[src/rtl/bcd_scan_counter.sv]
// N-digit BCD up/down counter with tick prescaler, parallel load, wrap pulse
// and a time-multiplexed 7-segment scan driver with optional leading-zero blanking.
module bcd_scan_counter #(
   parameter int NUM_DIGITS     = 3,
   parameter int TICK_DIV       = 1000000,
   parameter int SCAN_DIV       = 1000,
   parameter bit SEG_ACTIVE_LOW = 1'b0,
   parameter bit SEL_ACTIVE_LOW = 1'b0
) (
   input  logic                    clk,
   input  logic                    rst,
   input  logic                    enable,
   input  logic                    up_down,
   input  logic                    load,
   input  logic [4*NUM_DIGITS-1:0] load_value,
   input  logic                    blank_lz,
   output logic [6:0]              seg_out,
   output logic [NUM_DIGITS-1:0]   digit_sel,
   output logic [4*NUM_DIGITS-1:0] count_bcd,
   output logic                    wrap
);

   localparam int CW = 4 * NUM_DIGITS;
   localparam int PW = (TICK_DIV > 1) ? $clog2(TICK_DIV) : 1;
   localparam int SW = (SCAN_DIV > 1) ? $clog2(SCAN_DIV) : 1;
   localparam int IW = (NUM_DIGITS > 1) ? $clog2(NUM_DIGITS) : 1;
   localparam logic [6:0]            SEG_OFF = SEG_ACTIVE_LOW ? 7'h7F : 7'h00;
   localparam logic [NUM_DIGITS-1:0] SEL_OFF = SEL_ACTIVE_LOW ? {NUM_DIGITS{1'b1}} : {NUM_DIGITS{1'b0}};

   function automatic logic [6:0] seg_encode(input logic [3:0] digit);
      case (digit)
         4'd0:    seg_encode = 7'h3F;
         4'd1:    seg_encode = 7'h06;
         4'd2:    seg_encode = 7'h5B;
         4'd3:    seg_encode = 7'h4F;
         4'd4:    seg_encode = 7'h66;
         4'd5:    seg_encode = 7'h6D;
         4'd6:    seg_encode = 7'h7D;
         4'd7:    seg_encode = 7'h07;
         4'd8:    seg_encode = 7'h7F;
         4'd9:    seg_encode = 7'h6F;
         default: seg_encode = 7'h00;
      endcase
   endfunction

   logic [PW-1:0]         pcnt_r;
   logic [SW-1:0]         scnt_r;
   logic [IW-1:0]         digit_idx_r;
   logic [CW-1:0]         count_r;
   logic                  wrap_r;
   logic [6:0]            seg_r;
   logic [NUM_DIGITS-1:0] sel_r;

   logic                  tick_s;
   logic                  carry_s;
   logic                  step_wrap_s;
   logic [CW-1:0]         step_count_s;
   logic [CW-1:0]         load_clean_s;
   logic [NUM_DIGITS:0]   zero_from_s;
   logic [3:0]            digit_val_s;
   logic                  blank_s;
   logic [NUM_DIGITS-1:0] sel_raw_s;
   logic [6:0]            seg_raw_s;

   assign tick_s = enable && (pcnt_r == PW'(TICK_DIV - 1));

   // Next count for one tick: ripple carry (up) or borrow (down) through the digits
   always_comb begin
      step_count_s = count_r;
      carry_s      = 1'b1;
      for (int d = 0; d < NUM_DIGITS; d++) begin
         if (carry_s) begin
            if (up_down) begin
               if (count_r[4*d +: 4] == 4'd9) begin
                  step_count_s[4*d +: 4] = 4'd0;
               end else begin
                  step_count_s[4*d +: 4] = count_r[4*d +: 4] + 4'd1;
                  carry_s                = 1'b0;
               end
            end else begin
               if (count_r[4*d +: 4] == 4'd0) begin
                  step_count_s[4*d +: 4] = 4'd9;
               end else begin
                  step_count_s[4*d +: 4] = count_r[4*d +: 4] - 4'd1;
                  carry_s                = 1'b0;
               end
            end
         end else begin
            step_count_s[4*d +: 4] = count_r[4*d +: 4];
         end
      end
      step_wrap_s = carry_s;
   end

   // Non-BCD load nibbles are forced to zero so the count never holds an illegal digit
   always_comb begin
      load_clean_s = '0;
      for (int d = 0; d < NUM_DIGITS; d++) begin
         load_clean_s[4*d +: 4] = (load_value[4*d +: 4] > 4'd9) ? 4'd0 : load_value[4*d +: 4];
      end
   end

   // Prescaler, count register and wrap pulse
   always_ff @(posedge clk) begin
      if (rst) begin
         pcnt_r  <= '0;
         count_r <= '0;
         wrap_r  <= 1'b0;
      end else if (load) begin
         pcnt_r  <= '0;
         count_r <= load_clean_s;
         wrap_r  <= 1'b0;
      end else if (tick_s) begin
         pcnt_r  <= '0;
         count_r <= step_count_s;
         wrap_r  <= step_wrap_s;
      end else begin
         pcnt_r  <= enable ? pcnt_r + PW'(1) : pcnt_r;
         count_r <= count_r;
         wrap_r  <= 1'b0;
      end
   end

   // Free-running scan timer and digit index
   always_ff @(posedge clk) begin
      if (rst) begin
         scnt_r      <= '0;
         digit_idx_r <= '0;
      end else if (scnt_r == SW'(SCAN_DIV - 1)) begin
         scnt_r      <= '0;
         digit_idx_r <= (digit_idx_r == IW'(NUM_DIGITS - 1)) ? IW'(0) : digit_idx_r + IW'(1);
      end else begin
         scnt_r      <= scnt_r + SW'(1);
         digit_idx_r <= digit_idx_r;
      end
   end

   // zero_from_s[d] is set when digits d and above are all zero
   always_comb begin
      zero_from_s             = '0;
      zero_from_s[NUM_DIGITS] = 1'b1;
      for (int d = NUM_DIGITS - 1; d >= 0; d--) begin
         zero_from_s[d] = zero_from_s[d+1] & (count_r[4*d +: 4] == 4'd0);
      end
   end

   // Select the displayed digit and decide whether it is a blanked leading zero
   always_comb begin
      digit_val_s = 4'd0;
      blank_s     = 1'b0;
      sel_raw_s   = '0;
      for (int d = 0; d < NUM_DIGITS; d++) begin
         if (digit_idx_r == IW'(d)) begin
            digit_val_s  = count_r[4*d +: 4];
            sel_raw_s[d] = 1'b1;
            blank_s      = blank_lz & zero_from_s[d] & (d != 0);
         end else begin
            sel_raw_s[d] = 1'b0;
         end
      end
      seg_raw_s = blank_s ? 7'h00 : seg_encode(digit_val_s);
   end

   // Registered pin drivers with polarity applied
   always_ff @(posedge clk) begin
      if (rst) begin
         seg_r <= SEG_OFF;
         sel_r <= SEL_OFF;
      end else begin
         seg_r <= SEG_ACTIVE_LOW ? ~seg_raw_s : seg_raw_s;
         sel_r <= SEL_ACTIVE_LOW ? ~sel_raw_s : sel_raw_s;
      end
   end

   assign seg_out   = seg_r;
   assign digit_sel = sel_r;
   assign count_bcd = count_r;
   assign wrap      = wrap_r;

endmodule
[config.mk]
export PLATFORM = sky130hd
export DESIGN_NAME = bcd_scan_counter
export DESIGN_NICKNAME = d
export VERILOG_FILES = /design/src/rtl/bcd_scan_counter.sv
export SDC_FILE = /design/constraint.sdc
export NUM_CORES = 1
export LEC_CHECK = 0
export CAP_MARGIN = 25
export CORE_ASPECT_RATIO = 0.7
export CORE_UTILIZATION = 60
export CTS_BUF_LIST = sky130_fd_sc_hd__clkbuf_16
export DETAILED_ROUTE_END_ITERATION = 10
export DONT_BUFFER_PORTS = 1
export PLACE_DENSITY = 0.76
export SYNTH_ARGS = -nofsm -noshare
export SYNTH_HDL_FRONTEND = slang
export SYNTH_SLANG_ARGS = --single-unit
[constraint.sdc]
create_clock -name clk -period 5 [get_ports clk]
set_input_delay 0.5 -clock clk [delete_from_list [all_inputs] [get_ports clk]]
set_output_delay 0.5 -clock clk [all_outputs]
set_load 0.1 [all_outputs]
==> impl_metrics.py <==
metrics = {
    "clocking": {
        "cts-root-buf": "clkbuf_16",
        "cts_tree": "built",
        "postCtsHoldBufs": 0,
        "postCtsSetupBuffers": 0,
        "clockBufferDepth": 2,
        "clk_latency_ns": 0.29,
        "cts_sinks": 55,
        "clkTransAtPathRegs_ns": 0.07,
        "cts.repair.resized": 0,
        "cts_buffers": 5,
        "htree_levels": 2,
    },
    "timing": {
        "rsz0062_at_grt": "false",
        "worstMarginPinSlew_ns": 0.939,
        "fmax_mhz": 403,
        "relSlewSlack_pct": 37.3,
        "drv_slew": 0,
        "finalSetupViolations": 0,
        "hold_violations": 0,
        "tns_ns": 0,
        "clock_skew_ns": 0.00568,
        "post-route-min-period_ns": 2.48,
        "fin_crit_sh_pct": 49.7,
    },
    "drt": {
        "ant_nets": 0,
        "routed_wl_mm": 6.31,
        "dr.pass1.iters": 4,
        "post_drt_wl_per_cell_um": 14.5,
        "vias": 2531,
        "route.detailed.drc": 0,
        "viasPerCell": 5.83,
        "detail_route.iter0.violations": 187,
    },
    "worst_setup_path": {
        "critPathCaptureType": "register",
        "worstPathArrival_ns": 2.67,
        "crit_type": "reg2reg",
        "cp.required_ns": 5.19,
        "cp-start-kind": "register",
        "critical_path.max_fanout": 12,
    },
    "synthesis": {
        "avgSynthCellArea_um2": 8.28,
        "synth_ff_type": "dfxtp_1",
        "synth_cell_type_count": 53,
        "synth-seq-cells": 55,
        "synth_area_um2": 3060,
        "synth_cells": 369,
        "synth-edff-count": 0,
        "async_flop_share_pct": 0,
        "yosysWarnings": 0,
        "syn-num-nets": 395,
        "ys_seq_area_share_pct": 36.0,
    },
    "floorplanning": {
        "die_h_um": 61.7,
        "core_um2": 4830,
        "start_util_pct": 63.2,
        "die_area_um2": 5390,
        "row_count": 21,
        "pin_count": 41,
        "die_x_um": 87.3,
    },
    "finish": {
        "instances_no_fill": 434,
        "nets": 390,
        "drive_gt1_share_pct": 7.67,
        "num_antenna_cells": 0,
        "area_growth_pct": 7.45,
    },
    "grt": {
        "use_met2_pct": 33.8,
        "met1_usage_pct": 37.0,
        "grt_usage_pct": 24.6,
        "grt_overflow_total": 0,
        "grt_pass1_vias": 2140,
        "grt_max_degree": 26,
        "grt_antenna_before_repair": 0,
        "grt_first_pass_wirelength_mm": 10.3,
        "met3_usage_pct": 6.74,
        "top_usage_layer": "met1",
    },
    "placement": {
        "dp_hpwl_mm": 4.39,
        "gp_congestion": 0.904,
        "placedCellCount": 426,
        "portBuffers": 0,
    },
    "power_and_ir_drop": {
        "vdd_drop_max_mv": 0.156,
        "power.leakage_uw": 0.00118,
        "p_per_area_nw_per_um2": 294,
    },
    "flow_run": {
        "drv_cap": 0,
    },
    "worst_hold_path": {
        "hp-class": "in2reg",
    },
    "outcome": {
        "status": "finished, final reports clean",
    },
}
## through the flow
stage                     hold slack (ns)  setup slack [ns]  instance area, µm²  utilization (%)  total power, µW
final                               0.268              2.52                3280             67.9              966
after global routing                0.257              2.36                3280             67.9             1010
after CTS                           0.262              2.52                3280             67.9              975
after detailed placement            0.437              2.56                3140             65.0              634
after global placement              0.425              2.62                3140             65.0              632
after floorplan                     0.413              2.42                3060                -              619
## metal layers
layer | up-vias | routed length [µm] | part of all wire (%)
met5 | - | 0 | 0
met2 | 69 | 2520 | 40
met4 | 0 | 65 | 1.0
met3 | 7 | 409 | 6.5
li1 | 1310 | - | -
met1 | 1145 | 3320 | 53
## report_power, final
part	leakage [µW]	internal [µW]	switching, µW	total (µW)
clock network	0.0000716	185	156	341
registers	0.000449	451	49.8	501
logic	0.000655	38.4	85.3	124
total	0.00118	675	291	966
## Yosys cell counts (3+ instances only)
| master | n | area (µm²) |
|---|---|---|
| nor2_1 | 50 | 188 |
| o2bb2ai_1 | 3 | 26.3 |
| nand4_1 | 9 | 56.3 |
| o31a_1 | 3 | 26.3 |
| a21o_1 | 3 | 22.5 |
| a21oi_1 | 16 | 80.1 |
| or3_1 | 11 | 68.8 |
| and2_1 | 5 | 31.3 |
| mux2i_1 | 8 | 80.1 |
| o21a_1 | 4 | 30.0 |
| xor2_1 | 16 | 140 |
| and3_1 | 7 | 43.8 |
| o31ai_1 | 3 | 22.5 |
| o21ai_0 | 15 | 75.1 |
| nor3_1 | 12 | 60.1 |
| nand3_1 | 8 | 40.0 |
| clkbuf_1 | 21 | 78.8 |
| xnor2_1 | 16 | 140 |
| ha_1 | 8 | 100 |
| a31oi_1 | 3 | 18.8 |
| mux2_2 | 3 | 33.8 |
| a211oi_1 | 3 | 22.5 |
| a221oi_1 | 3 | 26.3 |
| nand2_1 | 22 | 82.6 |
| inv_1 | 8 | 30.0 |
| nand2b_1 | 9 | 56.3 |
| o22a_1 | 4 | 35.0 |
| nor4_1 | 5 | 31.3 |
| dfxtp_1 | 55 | 1100 |
| nor3b_1 | 3 | 22.5 |
## flip-flops by register name, summed over array words and instances (netlist names)
| register | flops |
|---|---|
| scnt_r | 10 |
| digit_sel | 3 |
| pcnt_r | 20 |
| count_bcd | 12 |
| wrap | 1 |
| digit_idx_r | 2 |
| seg_out | 7 |
## cells by family (layout without fill, tap and decap cells)
group | count (synthesis) | after routing | share of synthesized area [%]
AOI/OAI and AO/OA | 74 | 74 | 16.5
adders and majority gates | 8 | 8 | 3.28
muxes | 11 | 11 | 3.73
DFF | 55 | 55 | 36.0
buffers and inverters | 32 | 28 | 3.97
and+or+nand+nor | 157 | 157 | 27.3
xor gates and xnor gates | 32 | 32 | 9.17
## path summary, 6_finish.rpt
kind                     start            end  slack (ns)  cells after the start
setup / recovery  count_bcd[0]  count_bcd[11]        2.52                      6
hold / removal             rst   digit_sel[1]        0.27                      1
setup reg to reg  count_bcd[0]  count_bcd[11]        2.52                      6
hold reg to reg      scnt_r[0]      scnt_r[0]        0.44                      1
## cell type report
type,count,area [µm²]
clock buffers,5,125
clock inverters,3,17.5
fillers,411,1550
inverters,8,30.0
multi-input cells,282,1830
flip-flops and latches,55,1100
well taps,69,86.3
repair buffers,12,90.1
## placed cells by master, fill, tap and decap left out, drive strengths merged, types with 10 or more instances in the layout
master	count
a21oi	16
buf	12
dfxtp	55
nand2	22
nand4	10
nor2	50
nor3	12
o21ai	15
or3	11
xnor2	16
xor2	16
## worst max-delay path: stages (launching register included)
cell,delay (ns)
dfxtp_1,0.31
buf_4,0.35
and3_1,0.22
o2111ai_1,0.39
nor3_1,0.60
mux2_2,0.39
o2bb2ai_1,0.11
Power figures use the tool's default switching activity.
